--- src/rtl/bram_rd_pkg.sv ---
// Shared definitions for the BRAM pixel reader.
//   BYTES_PER_WORD : pixels unpacked from each 32-bit BRAM word
//   rd_state_e     : controller states (IDLE, RUN, DRAIN)
package bram_rd_pkg;

    localparam int unsigned BYTES_PER_WORD = 4;

    typedef enum logic [1:0] {
        IDLE  = 2'd0,
        RUN   = 2'd1,
        DRAIN = 2'd2
    } rd_state_e;

endpackage

--- src/rtl/word_fifo2.sv ---
// Two-entry 32-bit word FIFO holding BRAM words awaiting unpacking.
//   clk, rst_n : clock, asynchronous active-low reset
//   push_i     : write din_i this cycle (caller guarantees not full)
//   din_i      : word to write
//   pop_i      : drop the head word this cycle (caller guarantees not empty)
//   count_o    : number of stored words (0..2)
//   head_o     : oldest stored word
module word_fifo2 (
    input  logic        clk,
    input  logic        rst_n,
    input  logic        push_i,
    input  logic [31:0] din_i,
    input  logic        pop_i,
    output logic [1:0]  count_o,
    output logic [31:0] head_o
);

    logic [31:0] mem_q [2];
    logic        rd_ptr_q;
    logic        wr_ptr_q;
    logic [1:0]  count_q;

    always_ff @(posedge clk or negedge rst_n) begin
        if (!rst_n) begin
            mem_q[0] <= '0;
            mem_q[1] <= '0;
            rd_ptr_q <= 1'b0;
            wr_ptr_q <= 1'b0;
            count_q  <= '0;
        end else begin
            if (push_i) begin
                mem_q[wr_ptr_q] <= din_i;
                wr_ptr_q        <= ~wr_ptr_q;
            end
            if (pop_i) begin
                rd_ptr_q <= ~rd_ptr_q;
            end
            case ({push_i, pop_i})
                2'b10:   count_q <= count_q + 2'd1;
                2'b01:   count_q <= count_q - 2'd1;
                default: count_q <= count_q;
            endcase
        end
    end

    assign count_o = count_q;
    assign head_o  = mem_q[rd_ptr_q];

endmodule

--- src/rtl/bram_pixel_reader.sv ---
// BRAM port-B read controller for the image pipeline. Reads num_words words
// starting at base_addr, keeps at most two words in flight or buffered, and
// streams each word out as four bytes (LSB byte first) on a valid/ready port.
//   clk, rst_n          : clock, asynchronous active-low reset
//   start               : command pulse, ignored while busy
//   base_addr, num_words: command operands, sampled with start
//   busy, done          : transfer in progress / one-cycle completion pulse
//   addrb, enb, doutb   : BRAM port B (doutb valid RD_LAT cycles after enb)
//   pix, pix_valid,
//   pix_ready, pix_last : byte stream; pix_last marks the final byte
module bram_pixel_reader
    import bram_rd_pkg::*;
#(
    parameter int unsigned ADDR_W = 16,
    parameter int unsigned RD_LAT = 1
) (
    input  logic              clk,
    input  logic              rst_n,
    input  logic              start,
    input  logic [ADDR_W-1:0] base_addr,
    input  logic [ADDR_W-1:0] num_words,
    output logic              busy,
    output logic              done,
    output logic [ADDR_W-1:0] addrb,
    output logic              enb,
    input  logic [31:0]       doutb,
    output logic [7:0]        pix,
    output logic              pix_valid,
    input  logic              pix_ready,
    output logic              pix_last
);

    localparam logic [1:0] LAST_IDX = 2'(BYTES_PER_WORD - 1);

    rd_state_e         state_q, state_d;
    logic [ADDR_W-1:0] addr_q, addr_d;
    logic [ADDR_W-1:0] remain_q, remain_d;
    logic [1:0]        byte_idx_q, byte_idx_d;
    logic              done_q, done_d;
    logic [RD_LAT-1:0] tag_q, tag_d;

    logic [1:0]  out_cnt;
    logic [1:0]  fifo_cnt;
    logic [31:0] fifo_head;
    logic        credit_ok;
    logic        hs;
    logic        pop;
    logic        last_word;

    // Tag bit i set means a read issued i+1 cycles ago is still returning;
    // the oldest tag lines up with valid doutb.
    if (RD_LAT == 1) begin : g_tag1
        assign tag_d = enb;
    end else begin : g_tagn
        assign tag_d = {tag_q[RD_LAT-2:0], enb};
    end

    always_comb begin
        out_cnt = '0;
        for (int unsigned i = 0; i < RD_LAT; i++) begin
            out_cnt = out_cnt + {1'b0, tag_q[i]};
        end
    end

    word_fifo2 u_fifo (
        .clk     (clk),
        .rst_n   (rst_n),
        .push_i  (tag_q[RD_LAT-1]),
        .din_i   (doutb),
        .pop_i   (pop),
        .count_o (fifo_cnt),
        .head_o  (fifo_head)
    );

    always_comb begin
        state_d    = state_q;
        addr_d     = addr_q;
        remain_d   = remain_q;
        done_d     = 1'b0;

        busy      = (state_q != IDLE);
        done      = done_q;
        addrb     = addr_q;
        credit_ok = (({1'b0, out_cnt} + {1'b0, fifo_cnt}) < 3'd2);
        enb       = (state_q == RUN) && (remain_q != '0) && credit_ok;
        pix_valid = (fifo_cnt != 2'd0);
        hs        = pix_valid && pix_ready;
        pop       = hs && (byte_idx_q == LAST_IDX);
        // Once every read is issued and returned, a lone buffered word is
        // necessarily the final word of the transfer.
        last_word = (state_q == DRAIN) && (out_cnt == 2'd0) && (fifo_cnt == 2'd1);
        pix_last  = pix_valid && (byte_idx_q == LAST_IDX) && last_word;
        byte_idx_d = hs ? byte_idx_q + 2'd1 : byte_idx_q;

        case (byte_idx_q)
            2'd0:    pix = fifo_head[7:0];
            2'd1:    pix = fifo_head[15:8];
            2'd2:    pix = fifo_head[23:16];
            default: pix = fifo_head[31:24];
        endcase

        case (state_q)
            IDLE: begin
                if (start) begin
                    if (num_words != '0) begin
                        state_d  = RUN;
                        addr_d   = base_addr;
                        remain_d = num_words;
                    end else begin
                        done_d = 1'b1;
                    end
                end
            end
            RUN: begin
                if (enb) begin
                    addr_d   = addr_q + 1'b1;
                    remain_d = remain_q - 1'b1;
                    if (remain_q == ADDR_W'(1)) begin
                        state_d = DRAIN;
                    end
                end
            end
            DRAIN: begin
                if (hs && pix_last) begin
                    state_d = IDLE;
                    done_d  = 1'b1;
                end
            end
            default: state_d = IDLE;
        endcase
    end

    always_ff @(posedge clk or negedge rst_n) begin
        if (!rst_n) begin
            state_q    <= IDLE;
            addr_q     <= '0;
            remain_q   <= '0;
            byte_idx_q <= '0;
            done_q     <= 1'b0;
            tag_q      <= '0;
        end else begin
            state_q    <= state_d;
            addr_q     <= addr_d;
            remain_q   <= remain_d;
            byte_idx_q <= byte_idx_d;
            done_q     <= done_d;
            tag_q      <= tag_d;
        end
    end

endmodule

--- config.mk ---
export PLATFORM = sky130hd
export DESIGN_NAME = bram_pixel_reader
export DESIGN_NICKNAME = d
export VERILOG_FILES = /design/src/rtl/bram_rd_pkg.sv /design/src/rtl/word_fifo2.sv /design/src/rtl/bram_pixel_reader.sv
export SDC_FILE = /design/constraint.sdc
export NUM_CORES = 1
export LEC_CHECK = 0
export CORE_MARGIN = 2
export CORE_UTILIZATION = 45
export DETAILED_ROUTE_END_ITERATION = 10
export HOLD_SLACK_MARGIN = 0.08
export MAX_ROUTING_LAYER = met4
export PLACE_DENSITY = 0.7
export SYNTH_ARGS = -nofsm -noshare
export SYNTH_HDL_FRONTEND = slang
export SYNTH_HIERARCHICAL = 1
export SYNTH_SLANG_ARGS = --single-unit
--- constraint.sdc ---
create_clock -name clk -period 2.43 [get_ports clk]
set_clock_uncertainty 0.2 [all_clocks]
set_input_delay 0.243 -clock clk [delete_from_list [all_inputs] [get_ports clk]]
set_output_delay 0.243 -clock clk [all_outputs]
set_load 0.1 [all_outputs]
[Word-level counts from Yosys, hierarchy flattened]
Index checks and enable logic that the tools add are counted.
Cells by class
  add/subtract/negate cells: 6
  order comparisons: 4
  equal/unequal tests: 14
  muxes and demuxes: 26
  bitwise logic cells: 4
  reductions and logical operators: 21
Operator list (count)
  two-way mux 32 bit: 4
  two-way mux 16 bit: 6
  bitwise mux 64 bit: 1
  case mux 16 bit (2 select lines): 2
  demux 32 bit (select 1 bit): 1
  nonzero test 16 bit: 2
  case mux 8 bit (3 select lines): 1
  adder 16 x 1 -> 16 bit, second input constant: 1
  == test 16 x 1 -> 1 bit, second input constant: 1
  subtractor 16 x 1 -> 16 bit, second input constant: 1
  logical AND 1 bit: 10
  two-way mux 2 bit: 5
  == test 2 x 1 -> 1 bit, second input constant: 4
  == test 2 bit, second input constant: 4
  nonzero test 2 bit: 4
  zero test 2 bit: 3
  != test 2 bit, second input constant: 3
  case mux 2 bit (3 select lines): 1
  AND reduction 5 bit: 1
  adder 2 x 1 -> 2 bit, second input constant: 2
  greater-or-equal comparator 2 bit, second input constant: 2
  != test 2 x 1 -> 1 bit, second input constant: 2
  inverter 1 -> 2 bit: 2
  case mux 2 bit (2 select lines): 1
  8 further kinds: 11
Storage, ports and cells
  register bits: 106
  input port bits: 68
  output and inout bits: 29
  logic and storage cells: 86

[Longest topological paths before layout]
Gate-level depths: netlist of run 1.
  word-level depth: 7
  mapped depth: 8
  depth with buffers taken out: 7

[Cells and area by module]
Netlist of run 1, hierarchy kept.
By module, submodules not included
  word_fifo2: times used 1, cells an instance 184, area each 2925.3 µm², seq. area each 1701.6 µm²
  bram_pixel_reader: times used 1, cells an instance 328, area each 2757.6 µm², seq. area each 950.9 µm²

[Worst setup path after synthesis of run 1]
No wires, ideal clock.
  path kind: reg-to-output
  start point: register byte_idx_q[0]
  end point: output port pix[0]
  arrival time: 2575 ps
  data required time: 1987 ps
  path slack: -588 ps
  cell stages (with the launch flop): 4
  cells stage by stage: dfrtp_1 -> ha_1 -> clkbuf_1 -> mux2i_1
On the way
  longest elaborated chain between the ends: 2
  elaborated cells between the ends (all ways): 4
  those cells by class: 2 x eq/ne; 1 x mux; 1 x reduce/logical
Ends and longest elaborated chain
  start: declaration: RTL line bram_pixel_reader.sv:38  | logic [1:0] byte_idx_q, byte_idx_d;
  start signal: assignment: RTL line bram_pixel_reader.sv:145  | byte_idx_q <= byte_idx_d;
  == test 2 bit (tied with other cells): RTL line bram_pixel_reader.sv:95  | case (byte_idx_q)
  case mux 8 bit (3 select lines) (*): RTL line bram_pixel_reader.sv:95
  end: declaration: RTL line bram_pixel_reader.sv:27  | output logic [7:0] pix,
Every way passes the cells marked *; elsewhere a longest branch is shown, timed or not.

[Final worst setup path of run 1]
  start point: register u_fifo.rd_ptr_q
  end point: output port pix[4]
On the way
  longest elaborated chain between the ends: 5
Ends and longest elaborated chain
  start: declaration: RTL line word_fifo2.sv:19  | logic rd_ptr_q;
  start signal: assignment: RTL line word_fifo2.sv:36  | rd_ptr_q <= ~rd_ptr_q;
  inverter 1 -> 2 bit (not written as such): RTL line word_fifo2.sv:47  | assign head_o = mem_q[rd_ptr_q];
  two-way mux 32 bit (not written as such) (3 in series): RTL line word_fifo2.sv:47
  net fifo_head[12]: RTL line bram_pixel_reader.sv:44  | logic [31:0] fifo_head;
  case mux 8 bit (3 select lines): RTL line bram_pixel_reader.sv:95
The timed path passes the listed nets, and every way through them passes these cells. The select of a mux whose other input is x is not followed.

==> reports/results.tsv, run 1 <==
metric	value	unit
final design area excluding fillers	0.007441	mm²
Starting DRT DRC Count	287	
worst hold path class	primary input to asynchronous set/reset pin	
max-cap viol count	0	
Mapped Avg Cell Area	11.10	µm²
FMAX	387.3	MHz
clock slew seen by the registers of the worst setup and hold paths	0.07	ns
Ys Warns	6	
# port buffers	96	
Ant. Diodes	0	
violated checks	setup timing	
Critical Path AT	2.14	ns
RSZ-0062 raised after global routing	true	
EDFF count, synth	0	
Area after DPL	0.007038	mm²
DR WL/cell	18.22	µm
initial core utilization	45.59	%
Crit path top cell by count	buf_12	
final net count	697	
cell chain of the critical path	buf_12, mux2_2, a222oi_1, buf_4, mux2i_2, buf_12	
Core Region	0.01247	mm²
final wirelength	14.48	mm
htree depth	3	
Slew HR	54.57	%
GRT overflow	0	
TritonCTS clock tree	done	
Crit Path Class	flop to output port	
Final min period	2.582	ns
Leakage	3.086	nW
clk root buf	clkbuf_16	
asr flop ratio synth	100.0	%
P&R area growth vs syn	30.93	%
hpwl dp	10.04	mm
area occupied by multi-input gates	0.002848	mm²
Crit Path Max Fanout	15	
worst skew pair latency	0.35	ns
largest net degree at the start of global routing	41	
ys flop type	dfrtp_1	
Final GP Congestion	0.8729	
endpoint type of the worst setup path	output port	
final worst slack	-0.1523	ns
post-synthesis cell type count	57	
maximum vdd drop	0.0006067	V
chip width	116.4	µm
Final setup viols	8	
Tot GR Track Use	23.49	%
die area	0.01354	mm²
CTS Buffer Depth	2	
total number of vias	4617	
Worst-Margin Slew	0.6752	ns
initial antenna violation count	0	
Hold WS	0.2147	ns
critical path's slowest cell	dfrtp_2	
Final Slew Violations	0	
Chip Height	116.4	µm
Num CTS Buffers	9	
Top Ports	97	
DR pass1 iterations	4	
Layout fillers	1037	
P per Cell Area	1538	mW/mm²
register bit total from synthesis	106	
share of post-route cells with drive strength above 1	34.51	%
crit-path max cell delay	0.42	ns
# rows	41	
status	finished, violations left	
syn nets	590	
Sum Neg Setup Slack	-0.8028	ns
register area	0.002668	mm²
Final Hold Viols	0	
Layout Cells excl Fill	795	
Via density	5.808	
vias in the first global route	4755	
Final ANT Viol Nets	0	
instance count of the mapped netlist	512	
placed cells	777	
post-synthesis sequential area ratio	46.68	%
first-pass GRT wire length	23.86	mm
WP data required	1.99	ns
Mapped Area	0.005683	mm²
CTS Sinks	106	
fin crit share	106.3	%
crit start category	flop	
Residual DRC	0	
Design Power	11.45	mW
[placed cells by master, fill, tap and decap left out, types with 9 or more instances in the layout]
| cell type | netlist | final |
|---|---|---|
| mux2_2 | 95 | 95 |
| dfrtp_1 | 106 | 94 |
| clkdlybuf4s50_1 | 0 | 66 |
| buf_4 | 8 | 47 |
| nand2_1 | 30 | 30 |
| a21oi_1 | 25 | 25 |
| nor2_1 | 24 | 23 |
| o21ai_0 | 17 | 17 |
| inv_1 | 17 | 16 |
| a31oi_1 | 16 | 16 |
| nor3_1 | 14 | 14 |
| nand3_1 | 14 | 14 |
| buf_12 | 0 | 13 |
| dfrtp_2 | 0 | 12 |
| o22ai_1 | 10 | 10 |
| o31ai_1 | 9 | 9 |
| ha_1 | 10 | 9 |
| clkbuf_16 | 0 | 9 |
[metal layers]
metal	track usage (%)	up-vias	wire, µm
li1	-	2114	-
met1	28.99	2320	6232
met2	39.26	163	7234
met3	3.477	20	774
met4	8.810	0	241
met5	-	-	0
[synthesized netlist by cell type (all sizes together) (2+ instances only)]
cell type,number,share of area [%]
a211oi,3,0.40
a21oi,26,2.4
a222oi,8,1.4
a22o,2,0.31
a2bb2oi,7,1.4
a31o,3,0.46
a31oi,16,1.8
and3,4,0.46
and4,2,0.31
buf,20,2.0
clkbuf,12,0.79
dfrtp,106,47
ha,10,2.2
inv,17,1.1
mux2,97,19
mux2i,9,1.6
nand2,31,2.2
nand2b,3,0.33
nand3,14,1.2
nand4,4,0.44
nor2,26,1.9
nor3,14,1.2
nor4,11,1.8
o21ai,19,1.7
o22a,2,0.31
o22ai,11,1.3
o31a,2,0.31
o31ai,9,1.2
or2,4,0.44
or4,4,0.66
xnor2,3,0.46
xor2,3,0.46
[stage by stage]
| step | worst slack, ns | utilization (%) |
|---|---|---|
| 6_report | -0.1523 | 59.69 |
| 5_1_grt | -0.2197 | 59.69 |
| 2_1_floorplan | -0.1993 | - |
| 3_3_place_gp | -0.08105 | 56.46 |
| 4_1_cts | -0.1817 | 59.87 |
| 3_5_place_dp | -0.1297 | 56.46 |
[report_power, final]
group | internal [mW] | total [mW] | switching [mW]
Sequential | 2.56 | 3.17 | 0.607
Clock | 1.06 | 1.71 | 0.653
Combinational | 2.81 | 6.56 | 3.75
Total | 6.44 | 11.4 | 5.01
[area by class of cell]
type	instances	area share, %
inverters	17	0.8576
clock buffers	11	3.397
flip-flops and latches	106	35.85
clock inverters	4	1.328
multi-input cells	357	38.27
repair buffers	128	17.40
well taps	172	2.892
[state kept, by name (all words and copies together) (netlist names)]
register,flops
u_fifo/wr_ptr_q,1
done,1
u_fifo/rd_ptr_q,1
addrb,16
tag_q,1
remain_q,16
state_q,2
u_fifo/mem_q,64
byte_idx_q,2
u_fifo/count_o,2
[cells by family after synthesis]
group,synth area share (%)
xor+xnor,0.9249
fa+ha+maj,2.202
buf+inv,3.941
simple gates,12.00
compound gates,13.45
flops,46.68
mux,20.81
[worst paths after layout]
check                                          endpoint                         start  slack (ns)  depth (start not counted)
min in group clk                   addrb[1]$_DFFE_PN0P_                  base_addr[1]        0.29                          3
hold / removal             u_fifo/mem_q[41]$_DFFE_PN0P_                         rst_n        0.21                          2
setup / recovery                                 pix[4]   u_fifo/rd_ptr_q$_DFFE_PN0P_       -0.15                          6
hold reg to reg            u_fifo/mem_q[52]$_DFFE_PN0P_  u_fifo/mem_q[52]$_DFFE_PN0P_        0.30                          1
setup reg to reg                   addrb[1]$_DFFE_PN0P_       remain_q[1]$_DFFE_PN0P_        0.17                          7
max in group asynchronous        state_q[1]$_DFFE_PN0P_                         rst_n        1.15                          3
[worst max-delay path, delay by kind of cell (launching register included)]
family	cells	cell delay [ns]
buffers and inverters	3	0.55
multiplexers	2	0.43
flip-flops	1	0.42
AO/OA/AOI/OAI	1	0.39
[repair_timing]
item | CTS | global route
gates resized for setup | 4 | 3
setup buffers | 2 | 0
hold buffers | 1 | 0
gates cloned | 1 | 0
pin swaps | 7 | 5
hold endpoints to repair | 37 | 0
endpoints found under the setup margin | 30 | 18
No activity file was read; power rests on OpenSTA's default activity.
==> inputs of run 2 (changes only) <==
--- a/config.mk
+++ b/config.mk
@@ -10,7 +10,7 @@
 export DETAILED_ROUTE_END_ITERATION = 10
 export HOLD_SLACK_MARGIN = 0.08
 export MAX_ROUTING_LAYER = met4
-export PLACE_DENSITY = 0.7
+export PLACE_DENSITY = 0.72
 export SYNTH_ARGS = -nofsm -noshare
 export SYNTH_HDL_FRONTEND = slang
 export SYNTH_HIERARCHICAL = 1
==> constraint.sdc (replaced) <==
create_clock -name clk -period 2.2 [get_ports clk]
set_clock_uncertainty 0.2 [all_clocks]
set_input_delay 0.22 -clock clk [delete_from_list [all_inputs] [get_ports clk]]
set_output_delay 0.22 -clock clk [all_outputs]
set_load 0.1 [all_outputs]
==> reports/results.tsv, run 2 (synthesis results as in run 1) <==
metric	value	unit	change
status	finished, violations left		
violated checks	setup timing		
commonest non-fill, non-tap cell in the layout	mux2_2		
Slew HR	63.26	%	+8.7 points
Final Slew Violations	0		unchanged
worst skew pair latency	0.35	ns	about the same
cell chain of the critical path	buf_12, buf_4, mux2_2, a222oi_1, buf_4, mux2i_4, buf_12		
Core Region	0.01247	mm²	unchanged
WP data required	1.78	ns	-0.21 ns
Num CTS Buffers	9		unchanged
Comb pwr share	61.8	%	+4.5 points
P&R area growth vs syn	42.80	%	
Final ANT Viol Nets	0		unchanged
fin crit share	119.1	%	
part of the power in registers	25.6	%	-2.1 points
initial core utilization	45.59	%	unchanged
GRT overflow	0		unchanged
FF-to-FF End	remain_q[10]$_DFFE_PN0P_		
DR pass1 iterations	5		+1
R2R depth	8		+1
Tot GR Track Use	24.20	%	+0.71 points
max-cap viol count	0		unchanged
Worst-Margin Slew	0.5511	ns	-0.1241 ns
CTS Sinks	106		unchanged
Chip Height	116.4	µm	unchanged
Clock Power Share	12.6	%	-2.4 points
Crit Path Class	flop to output port		
reg2reg setup slack	0	ns	-0.17 ns
Residual DRC	0		unchanged
die area	0.01354	mm²	unchanged
RSZ-0062 raised after global routing	true		
CTS Buffer Depth	2		unchanged
Final Hold Viols	0		unchanged
register with the most flip-flops	u_fifo/mem_q		
Crit Path Max Fanout	14		-1
total number of vias	4771		+3.3%
FMAX	381.7	MHz	
final design area excluding fillers	0.008115	mm²	+9.1%
DR WL/cell	18.98	µm	+4.2%
Critical Path AT	2.20	ns	+0.06 ns
first-pass GRT wire length	24.55	mm	+2.9%
crit start category	flop		
Net Sw Frac	43.19	%	-0.56 points
crit-path max cell delay	0.41	ns	about the same
Final Util	65.10	%	+5.4 points
Area after DPL	0.007368	mm²	+4.7%
hpwl dp	10.41	mm	+3.7%
final worst slack	-0.4199	ns	-0.2676 ns
# port buffers	96		unchanged
Psw	5.976	mW	+19%
P per Cell Area	1705	mW/mm²	+11%
htree depth	3		unchanged
clk root buf	clkbuf_16		
Final min period	2.620	ns	
final net count	732		+5.0%
Largest register FFs	64		unchanged
Starting DRT DRC Count	350		+22%
most frequent cells in the layout	95 x mux2_2, 89 x dfrtp_1, 66 x clkdlybuf4s50_1, 65 x buf_4, 29 x nand2_1		
Final GP Congestion	0.8691		-0.44%
clock slew seen by the registers of the worst setup and hold paths	0.07	ns	about the same
endpoint type of the worst setup path	output port		
critical path's top delay family	buffers and inverters		
share of post-route cells with drive strength above 1	42.40	%	+7.9 points
Via density	5.748		-1.0%
largest net degree at the start of global routing	58		+41%
Ant. Diodes	0		unchanged
chip width	116.4	µm	unchanged
Critical R2R Launch	remain_q[7]$_DFFE_PN0P_		
Top Ports	97		unchanged
initial antenna violation count	0		unchanged
TritonCTS clock tree	done		
Final setup viols	9		+1
Leakage	3.330	nW	+7.9%
vias in the first global route	4909		+3.2%
critical path's slowest cell	dfrtp_2		
# rows	41		unchanged
maximum vdd drop	0.0007139	V	+18%
CP bufs+invs	4		+1
Int Pwr	7.861	mW	+22%
final wirelength	15.75	mm	+8.8%
worst hold path class	primary input to asynchronous set/reset pin		
-- run 2: cell types whose count changed in the layout (fill, tap and decap cells not counted), sizes merged --
cell / change
bufinv: -1
clkbuf: +1
clkinvlp: +1
buf: +34
-- run 2: layout make-up --
cell class                      instances  area [µm²]
Clock buffer                           11       242.7
Sequential cell                       106        2691
Fill cell                             979        4350
Tap cell                              172       215.2
Inverter                               17       63.81
Timing Repair Buffer                  163        1738
Clock inverter                          4       76.32
Multi-Input combinational cell        357        3088
-- run 2: layer usage --
metal / routed length [µm] / global-route usage, %
met5: 0 / -
met1: 6495 / 29.89
met2: 8084 / 39.92
met4: 388 / 10.63
met3: 783 / 3.217
-- run 2: how the worst max path moves through the flow --
stage                                start                        to  slack [ns]  cells after the start
6_report       u_fifo/rd_ptr_q$_DFFE_PN0P_                    pix[3]       -0.42                      7
5_1_grt        u_fifo/rd_ptr_q$_DFFE_PN0P_                    pix[5]       -0.47                      6
4_1_cts        u_fifo/rd_ptr_q$_DFFE_PN0P_                    pix[6]       -0.41                      6
3_5_place_dp   u_fifo/rd_ptr_q$_DFFE_PN0P_                    pix[6]       -0.08                      6
3_3_place_gp       remain_q[1]$_DFFE_PN0P_  remain_q[12]$_DFFE_PN0P_       -0.03                      8
2_1_floorplan  u_fifo/rd_ptr_q$_DFFE_PN0P_                    pix[1]       -0.05                      5
-- run 2: power groups by stage --
stage                     Sequential [mW]  Combinational (mW)  Clock [mW]
after floorplan                      3.82                4.96           0
after global placement               3.43                7.71           0
after detailed placement             3.52                7.87           0
after CTS                            3.50                8.17        1.78
after global routing                 3.65                8.98        1.87
final                                3.54                8.55        1.75
-- run 2: repair_timing --
| action | in CTS | in global routing |
|---|---|---|
| hold buffers | 1 | 0 |
| gates resized for setup | 11 | 45 |
| hold endpoints to repair | 35 | 0 |
| buffers inserted | 9 | 7 |
| pin swaps | 7 | 17 |
| gates cloned | 2 | 1 |
| endpoints found under the setup margin | 25 | 38 |
-- run 2: per-stage QoR --
step / worst slack (ns) / instances / hold slack, ns / power (mW) / TNS (ns)
after floorplan: -0.04905 / 512 / -0.2756 / 8.784 / -0.2116
after global placement: -0.02771 / 795 / 0.02889 / 11.14 / -0.1734
after detailed placement: -0.08002 / 795 / 0.04761 / 11.39 / -0.4054
after CTS: -0.4126 / 822 / 0.2118 / 13.45 / -2.892
after global routing: -0.4696 / 830 / 0.2355 / 14.51 / -4.411
final: -0.4199 / 830 / 0.1880 / 13.84 / -2.865
==> inputs of run 3 (changes only) <==
--- a/config.mk
+++ b/config.mk
@@ -6,11 +6,11 @@
 export NUM_CORES = 1
 export LEC_CHECK = 0
 export CORE_MARGIN = 2
-export CORE_UTILIZATION = 45
+export CORE_UTILIZATION = 35
 export DETAILED_ROUTE_END_ITERATION = 10
 export HOLD_SLACK_MARGIN = 0.08
 export MAX_ROUTING_LAYER = met4
-export PLACE_DENSITY = 0.72
+export PLACE_DENSITY = 0.59
 export SYNTH_ARGS = -nofsm -noshare
 export SYNTH_HDL_FRONTEND = slang
 export SYNTH_HIERARCHICAL = 1
==> reports/results.tsv, run 3 (synthesis results as in run 1) <==
metric	value	unit	change
status	finished, violations left		
violated checks	setup timing		
clock slew seen by the registers of the worst setup and hold paths	0.07	ns	about the same
# port buffers	96		unchanged
chip width	131.4	µm	+13%
final wirelength	15.82	mm	+0.43%
GRT overflow	0		unchanged
Critical Path AT	2.13	ns	-0.07 ns
fin crit share	116.1	%	-3.0 points
Final min period	2.554	ns	-0.06631 ns
Starting DRT DRC Count	294		-16%
# rows	46		+12%
P&R area growth vs syn	41.50	%	
RSZ-0062 raised after global routing	true		
Chip Height	131.4	µm	+13%
initial antenna violation count	0		unchanged
most frequent cells in the layout	94 x mux2_2, 91 x dfrtp_1, 71 x buf_4, 66 x clkdlybuf4s50_1, 30 x nand2_1		
Via density	5.386		-6.3%
first-pass GRT wire length	25.25	mm	+2.9%
Residual DRC	0		unchanged
die area	0.01727	mm²	+28%
Crit. Startpoint	u_fifo/rd_ptr_q$_DFFE_PN0P_		
reg2reg setup slack	0.07	ns	+0.07 ns
final worst slack	-0.3536	ns	+0.06631 ns
hpwl dp	10.62	mm	+2.1%
CTS Buffer Depth	2		unchanged
commonest non-fill, non-tap cell in the layout	mux2_2		
pre-CTS setup slack	-0.2736	ns	-0.1935 ns
TritonCTS clock tree	done		
Leakage	3.309	nW	-0.64%
Top Ports	97		unchanged
Final Hold Viols	0		unchanged
max-cap viol count	0		unchanged
htree depth	3		unchanged
DR WL/cell	18.06	µm	-4.8%
FF-to-FF End	addrb[15]$_DFFE_PN0P_		
Final ANT Viol Nets	0		unchanged
Largest register FFs	64		unchanged
P per Cell Area	1689	mW/mm²	-0.94%
register with the most flip-flops	u_fifo/mem_q		
Crit Path Max Fanout	12		-2
Final Slew Violations	0		unchanged
clk root buf	clkbuf_16		
R2R depth	7		-1
Critical R2R Launch	remain_q[12]$_DFFE_PN0P_		
CTS Sinks	106		unchanged
Core Region	0.01589	mm²	+27%
final net count	733		+0.14%
endpoint type of the worst setup path	output port		
Slew HR	61.20	%	-2.1 points
Ant. Diodes	0		unchanged
Crit Path Class	flop to output port		
FMAX	391.6	MHz	+2.6%
worst skew pair latency	0.35	ns	about the same
Final setup viols	8		-1
total number of vias	4718		-1.1%
critical path endpoint	pix[5]		
DR pass1 iterations	4		-1
initial core utilization	35.78	%	-9.8 points
Final GP Congestion	0.8290		-4.6%
Layout fillers	1411		+44%
Worst-Margin Slew	0.5819	ns	+0.03086 ns
crit start category	flop		
worst hold path class	primary input to asynchronous set/reset pin		
vias in the first global route	4958		+1.0%
Num CTS Buffers	9		unchanged
Tot GR Track Use	18.64	%	-5.6 points
maximum vdd drop	0.001568	V	+120%
share of post-route cells with drive strength above 1	40.00	%	-2.4 points
Final Util	50.62	%	-14 points
largest net degree at the start of global routing	58		unchanged
WP data required	1.78	ns	about the same
-- run 3: changes by cell type in the layout (fill, tap and decap cells not counted), moves of 4 or more --
cell,change
buf_4,+6
buf_6,-4
nor3_1,+5
o21ai_0,+4
o31ai_1,+4
o31ai_2,-4
-- run 3: worst min path at each step --
stage	slack, ns	to	startpoint	cells past startpoint
after floorplan	-0.28	addrb[10]$_DFFE_PN0P_	rst_n	0
after global placement	-0.003	u_fifo/mem_q[34]$_DFFE_PN0P_	rst_n	1
after detailed placement	0.01	u_fifo/mem_q[34]$_DFFE_PN0P_	rst_n	1
after CTS	0.18	u_fifo/mem_q[60]$_DFFE_PN0P_	rst_n	2
after global routing	0.20	u_fifo/mem_q[60]$_DFFE_PN0P_	rst_n	2
final	0.17	u_fifo/mem_q[60]$_DFFE_PN0P_	rst_n	2
-- run 3: metal layers --
metal  track usage, %  wire length, µm
met1            23.12             6925
met3            4.437              981
met2            30.80             7771
met4            4.589              140
met5                -                0
-- run 3: final cells by class --
| class | instances | area, µm² | share of cell area [%] |
|---|---|---|---|
| Clock buffer | 12 | 256.5 | 3.190 |
| Clock inverter | 4 | 56.30 | 0.7002 |
| Inverter | 17 | 63.81 | 0.7935 |
| Multi-Input combinational cell | 358 | 3015 | 37.50 |
| Sequential cell | 106 | 2689 | 33.44 |
| Tap cell | 216 | 270.3 | 3.361 |
| Timing Repair Buffer | 163 | 1690 | 21.02 |
-- run 3: power breakdown --
| part | leakage, nW | internal (mW) | switching (mW) |
|---|---|---|---|
| clock network | 0.154 | 0.957 | 0.737 |
| logic | 1.91 | 3.85 | 4.57 |
| registers | 1.24 | 2.86 | 0.599 |
| total | 3.31 | 7.67 | 5.91 |
-- run 3: per-stage QoR --
stage | power, mW | cells | TNS, ns | hold WS [ns] | instance area (µm²)
global placement | 11.37 | 849 | -4.843 | -0.003037 | 7486
finish | 13.58 | 876 | -2.459 | 0.1735 | 8041
floorplan | 8.784 | 512 | -0.2116 | -0.2756 | 5831
global route | 14.28 | 876 | -3.231 | 0.2007 | 8041
CTS | 13.40 | 870 | -2.582 | 0.1797 | 7886
detailed placement | 11.52 | 849 | -5.529 | 0.01017 | 7486
-- run 3: timing repair --
action,in CTS,in global routing
setup endpoints to repair,32,41
hold buffers,1,0
endpoints found under the hold margin,106,0
cloned,1,2
pin swaps,8,12
gates resized for setup,9,20
buffers inserted,3,4
-- run 3: worst max-delay path, stage by stage, from the launching register on --
cell	delay (ns)
dfrtp_2	0.40
buf_4	0.15
buf_16	0.15
mux2_2	0.34
a222oi_1	0.33
buf_4	0.18
mux2i_4	0.07
buf_12	0.17
